### config.mk
export PLATFORM = sky130hd
export DESIGN_NAME = alu_issue_seq
export DESIGN_NICKNAME = d
export VERILOG_FILES = /design/src/rtl/alu_issue_seq.sv
export SDC_FILE = /design/constraint.sdc
export NUM_CORES = 1
export LEC_CHECK = 0
export CORE_MARGIN = 2
export CORE_UTILIZATION = 53
export DETAILED_ROUTE_END_ITERATION = 16
export GPL_ROUTABILITY_DRIVEN = 0
export PLACE_DENSITY = 0.79
export REMOVE_ABC_BUFFERS = 1
export SLEW_MARGIN = 20
export SYNTH_ARGS = -nofsm -noshare
export SYNTH_HDL_FRONTEND = slang
export SYNTH_SLANG_ARGS = --single-unit
export TNS_END_PERCENT = 100
### constraint.sdc
create_clock -name clk -period 2.85 [get_ports clk]
set_input_delay 0.285 -clock clk [delete_from_list [all_inputs] [get_ports clk]]
set_output_delay 0.285 -clock clk [all_outputs]
set_load 0.02 [all_outputs]
### src/rtl/alu_issue_seq.sv
// rtl/alu_issue_seq.sv - command FIFO feeding a multi-cycle ALU, one command in flight.
// Optional res_flags output enabled by defining ALU_SEQ_FLAGS_EN.
module alu_issue_seq #(
   parameter int DEPTH    = 4,
   parameter int WAIT_CYC = 1
) (
   input  logic        clk,
   input  logic        rst,
   input  logic        cmd_valid,
   output logic        cmd_ready,
   input  logic [3:0]  cmd_opcode,
   input  logic [7:0]  cmd_a,
   input  logic [7:0]  cmd_b,
   output logic [3:0]  alu_opcode,
   output logic [7:0]  alu_a,
   output logic [7:0]  alu_b,
   output logic        alu_init,
   output logic        alu_ex_sel,
   input  logic [15:0] alu_result,
   output logic        res_valid,
   input  logic        res_ready,
   output logic [15:0] res_data,
   output logic [3:0]  res_opcode,
   output logic [7:0]  drop_cnt
`ifdef ALU_SEQ_FLAGS_EN
   ,
   output logic [1:0]  res_flags
`endif
);

   localparam int AW = $clog2(DEPTH);

   typedef enum logic [1:0] {IDLE, ISSUE, WAIT, HOLD} state_t;

   state_t      state;
   logic [19:0] mem [DEPTH];
   logic [AW:0] wr_ptr;
   logic [AW:0] rd_ptr;
   logic [3:0]  wait_cnt;
   logic        full;
   logic        empty;
   logic        push;
   logic        pop;
   logic [19:0] head;
   logic        head_drop;

   // Extra pointer bit separates full (MSBs differ) from empty (pointers equal).
   assign full      = (wr_ptr[AW] != rd_ptr[AW]) && (wr_ptr[AW-1:0] == rd_ptr[AW-1:0]);
   assign empty     = (wr_ptr == rd_ptr);
   assign cmd_ready = !full;
   assign push      = cmd_valid && cmd_ready;
   assign pop       = (state == IDLE) && !empty;
   assign head      = mem[rd_ptr[AW-1:0]];
   assign head_drop = (head[19:16] == 4'b0000) || (head[19:16] == 4'b1011) ||
                      (head[19:16] == 4'b1111);
   assign alu_ex_sel = 1'b0;

   always_ff @(posedge clk) begin
      if (push) begin
         mem[wr_ptr[AW-1:0]] <= {cmd_opcode, cmd_a, cmd_b};
      end
   end

   always_ff @(posedge clk or posedge rst) begin
      if (rst) begin
         wr_ptr <= '0;
         rd_ptr <= '0;
      end else begin
         if (push) wr_ptr <= wr_ptr + {{AW{1'b0}}, 1'b1};
         if (pop)  rd_ptr <= rd_ptr + {{AW{1'b0}}, 1'b1};
      end
   end

   always_ff @(posedge clk or posedge rst) begin
      if (rst) begin
         state      <= IDLE;
         wait_cnt   <= 4'd0;
         alu_opcode <= 4'd0;
         alu_a      <= 8'd0;
         alu_b      <= 8'd0;
         alu_init   <= 1'b0;
         res_valid  <= 1'b0;
         res_data   <= 16'd0;
         res_opcode <= 4'd0;
         drop_cnt   <= 8'd0;
`ifdef ALU_SEQ_FLAGS_EN
         res_flags  <= 2'b00;
`endif
      end else begin
         case (state)
            IDLE: begin
               if (!empty) begin
                  // Dropped opcodes never reach the ALU; the next pop may follow immediately.
                  if (head_drop) begin
                     if (drop_cnt != 8'hFF) drop_cnt <= drop_cnt + 8'd1;
                  end else begin
                     alu_opcode <= head[19:16];
                     alu_a      <= head[15:8];
                     alu_b      <= head[7:0];
                     alu_init   <= 1'b1;
                     state      <= ISSUE;
                  end
               end
            end
            ISSUE: begin
               wait_cnt <= 4'(WAIT_CYC - 1);
               state    <= WAIT;
            end
            WAIT: begin
               if (wait_cnt == 4'd0) begin
                  res_data   <= alu_result;
                  res_opcode <= alu_opcode;
                  res_valid  <= 1'b1;
                  alu_init   <= 1'b0;
`ifdef ALU_SEQ_FLAGS_EN
                  res_flags  <= {(alu_result == 16'd0), |alu_result[15:8]};
`endif
                  state      <= HOLD;
               end else begin
                  wait_cnt <= wait_cnt - 4'd1;
               end
            end
            HOLD: begin
               if (res_ready) begin
                  res_valid <= 1'b0;
                  state     <= IDLE;
               end
            end
            default: state <= IDLE;
         endcase
      end
   end

endmodule

; Yosys cells after proc, flatten, opt, wreduce, memory -nomap -nowiden
; Memory sizes are Yosys's and may differ from the RTL's.
; Cells that the tools add are included.
[classes]
eq_ne = 14
bitwise = 2
shift = 0
div = 0
mux = 16
mul = 0
n_addsub = 4
order_cmp = 0
reduce_logical = 20
[ops]
columns = operator, count
row1 = AND reduction 4 bit, 3
row2 = "inequality test 2 bit, second input constant", 5
row3 = "adder 8 x 1 -> 8 bit, second input constant", 1
row4 = "equality test 4 bit, second input constant", 2
row5 = logical NOT 4 bit, 2
row6 = 2-to-1 mux 2 bit, 4
row7 = "inequality test 8 bit, second input constant", 1
row8 = case mux 2 bit (4 select lines), 1
row9 = case mux 4 bit (2 select lines), 1
row10 = 2-to-1 mux 1 bit, 7
row11 = "adder 3 x 1 -> 3 bit, second input constant", 2
row12 = AND reduction 3 bit, 2
row13 = nonzero test 2 bit, 3
row14 = "equality test 2 bit, second input constant", 2
row15 = 2-to-1 mux 4 bit, 1
row16 = case mux 1 bit (2 select lines), 2
row17 = AND reduction 2 bit, 2
row18 = "subtractor 4 x 1 -> 4 bit, second input constant", 1
row19 = equality test 3 bit, 1
row20 = logical AND 1 bit, 3
row21 = "equality test 2 x 1 -> 1 bit, second input constant", 1
row22 = equality test 2 bit, 1
row23 = logical NOT 1 bit, 2
row24 = logical NOT 2 bit, 1
row25 = other kinds (3), 5
[word_totals]
ramBits = 80
mem_bits_ro = 0
reg_bits = 62
out_inout_bits = 52
latch_bits = 0
mem_count = 1
[memory_table]
columns = memory, depth, width, read_ports, rd_ports_with_merged_regs, wr, line_no
row1 = mem, 4, 20, 1, 0, 1, 36  ; logic [19:0] mem [DEPTH];

; Logic depth before layout (Yosys ltp)
; An unclocked memory read counts as a cell.
[logic_depth]
word_depth = 7
ltp_mapped = 8
depth_no_buf = 6

; Worst setup path after synthesis
; OpenSTA, ideal clock, no wires.
[synth_path]
path_type = flip-flop to flip-flop
from = register rd_ptr[0]
to = register drop_cnt[1]
path_stages_with_launch = 8
t_required_ns = 2.725
arrival_ns = 2.066
setup_slack_ns = 0.659
path_cell_list = dfrtp_1 buf_6 buf_6 mux4_2 nor4_4 nor2_1 nor2_2 mux2_2
[synth_via]
elab_chain_cells = 5
word_cells_on_any_way = 9
cone_classes = 3 x eq/ne / 1 x bitwise / 4 x reduce/logical / 1 x memory
[synth_lines]
columns = item, line_no
row1 = from (decl), 38  ; logic [AW:0] rd_ptr;
row2 = from (signal assigned), 70  ; if (pop) rd_ptr <= rd_ptr + {{AW{1'b0}}, 1'b1};
row3 = memory read (4 x 20 bit), --
row4 = equality test 4 bit or logical NOT 4 bit (tied branches), 54  ; assign head_drop = (head[19:16] == 4'b0000) || (head[19:16] == 4'b1011) ||
row5 = logical OR 1 bit (2 in a row), 54
row6 = AND reduction 4 bit (no line) *, --
row7 = to (signal assigned), 95  ; if (drop_cnt != 8'hFF) drop_cnt <= drop_cnt + 8'd1;
row8 = to (decl), 24  ; output logic [7:0] drop_cnt
; Every way passes the cells marked *; elsewhere a longest branch is shown, timed or not.
; A chain may end at the register's enable or synchronous reset.

; Worst setup path in the final report
[layout_path]
from = register rd_ptr[0]
to = output cmd_ready
[layout_via]
elab_chain_cells = 3
[layout_lines]
columns = item, line_no
row1 = equality test 2 bit, 48  ; assign full = (wr_ptr[AW] != rd_ptr[AW]) && (wr_ptr[AW-1:0] == rd_ptr[AW-1:0]);
row2 = logical AND 1 bit, 48
row3 = logical NOT 1 bit, 50  ; assign cmd_ready = !full;
row4 = to (decl), 10  ; output logic cmd_ready,
; Every way passes these cells.

==> reports/metrics.yaml <==
rsz0062_at_grt: "no"
netlist_area_um2: 5630
cts_made_buffers: 17
syn_avg_cell_area_um2: 18.2
fin_nets: 471
grt_max_degree: 35
worst_path_max_delay_cell: "clkdlybuf4s50_1"
antenna_cells: 0
layout_commonest_cell: "clkdlybuf4s50_1"
wl_per_cell_um: 17.8
holdWs_ns: 0.194
cp.buffers_inverters: 2
worstSkewPairLatency_ns: 0.49
syn_to_final_growth_pct: 29.2
fin_cells: 568
synth_cells: 309
die_h_um: 107
io_pins: 92
cp-end-kind: "output port"
drv_slew: 0
final_util_pct: 70.5
wl_mm: 10.1
seq_area_frac_synth_pct: 70.2
dr.pass1.iters: 6
routed_via_density: 5.35
critPathMaxFanout: 8
peakVddDrop_uv: 709
setup_violations: 0
vias: 3041
dpl_cell_area_um2: 6740
power_leakage_uw: 0.00279
die-width_um: 107
grt_antenna_before_repair: 0
finalCritPeriodShare_pct: 92.2
cts_buffer_depth: 2
mostFrequentLayoutCells: "90 x clkdlybuf4s50_1, 80 x edfxtp_1, 62 x dfrtp_1, 44 x mux2_2, 17 x mux4_2"
clkSinkCount: 142
drive_gt1_share_pct: 25.0
cts_resized: 0
hold_buffers: 0
path_class: "reg -> out"
grt_overflow: 0
synth_edf_count: 80
stdcell_area_um2: 7280
worst_ep_required_time_ns: 2.57
cts_max_level: 4
grt_pass1_wl_mm: 16.0
r2r_slack_ns: 0.44
crit_path_start_kind: "flop"
die-area_um2: 11500
post_cts_buffers: 0
drtIter0Drc: 160
ys_warn_count: 0
cts_tree: "built"
grt_pass1_vias: 3192
initial_core_util_pct: 54.6
dp_hpwl_mm: 6.47
track_usage_pct: 18.9
arrival_ns: 2.34
outcome: "finished clean"
root_buffer: "clkbuf_8"
hold_violations: 0
synthArstFlopShare_pct: 43.7
port_buffers: 90
ant_nets: 0
slew_headroom_pct: 58.6
coreArea_um2: 10300
ys_types: 35
cap_violations: 0
fin_crit_ns: 2.63
crit_family: "buffers and inverters"
tightest_slew_ns: 0.620
p_per_area_nw_per_um2: 1160
place_inst: 536
synth-seq-cells: 142
worst_path_largest_cell_delay_ns: 0.63
drc_errors: 0
synth_ff_type: "edfxtp_1"
clk_pin_slew_worst_paths_ns: 0.06
clock_skew_ns: 0.00634
path_cells: "buf_4 > xor2_1 > nor2_1 > nand2_1 > clkdlybuf4s50_1"
hold_class: "in -> async"
fin_total_pwr_uw: 8440
max_freq_ghz: 0.381
core.rowCount: 37
## worst paths after layout
path / start / endpoint / cells after the start
max in group asynchronous: rst / res_data[1] / 3
min in group clk: res_ready / res_valid / 2
min reg2reg: rd_ptr[2] / rd_ptr[2] / 1
max reg2reg: rd_ptr[0] / state[1] / 5
min: rst / res_data[0] / 2
max: rd_ptr[0] / cmd_ready / 5
## cell usage after synthesis, types with 4 or more instances
master | number | area share, %
edfxtp_1 | 80 | 43
inv_1 | 8 | 0.53
o21ai_0 | 4 | 0.36
clkbuf_1 | 5 | 0.33
mux4_2 | 17 | 6.8
ha_1 | 12 | 2.7
nand3_1 | 9 | 0.80
nor2_1 | 6 | 0.40
nor3_1 | 6 | 0.53
buf_6 | 4 | 0.80
mux2_2 | 44 | 8.8
xor2_1 | 12 | 1.9
nand2_1 | 7 | 0.47
and3_1 | 7 | 0.78
dfrtp_1 | 62 | 28
## cells by family (layout without fill, tap and decap cells)
kind of cell	after synthesis	in the layout	synth area share, %
flip-flops	142	142	70.2
AO/OA/AOI/OAI	12	12	1.40
buffers and inverters	19	142	1.89
XOR/XNOR	14	14	2.18
multiplexers	65	65	17.2
AND/OR/NAND/NOR	44	44	4.42
other	1	1	0.0666
adder cells (fa/ha/maj)	12	12	2.67
## state kept, by name, summed over array words and instances, names as in the netlist
name        count
alu_a           8
alu_b           8
alu_init        1
alu_opcode      4
drop_cnt        8
mem            80
rd_ptr          3
res_data       16
res_opcode      4
res_valid       1
state           2
wait_cnt        4
wr_ptr          3
## through the flow
stage               setup WS [ns]  TNS, ns
CTS                         0.180        0
finish                      0.223        0
floorplan                  -0.532   -10.96
global placement            0.509        0
detailed placement          0.449        0
global route               0.0114        0
## routing by layer
layer	wire, µm	share of wire [%]	GRT usage, %	vias up
met5	0	0	0	-
met4	57	0.57	5.84	0
met3	624	6.2	5.78	4
met2	5230	52	32.1	99
met1	4180	41	23.3	1536
li1	-	-	-	1402
## cell type report
class                      count  area [µm²]
sequential                   142        3950
fill                         677        3050
inverter                       8        30.0
timing repair buffer         102        1000
multi-input combinational    148        1580
clock inverter                13         120
clock buffer                  19         422
tap                          136         170
## power by group
group	switching [µW]	internal [µW]	leakage, µW
clock	803	1160	0.000248
sequential	360	2880	0.00148
combinational	1570	1680	0.00106
Note: power is estimated with default switching activity, not from simulation.
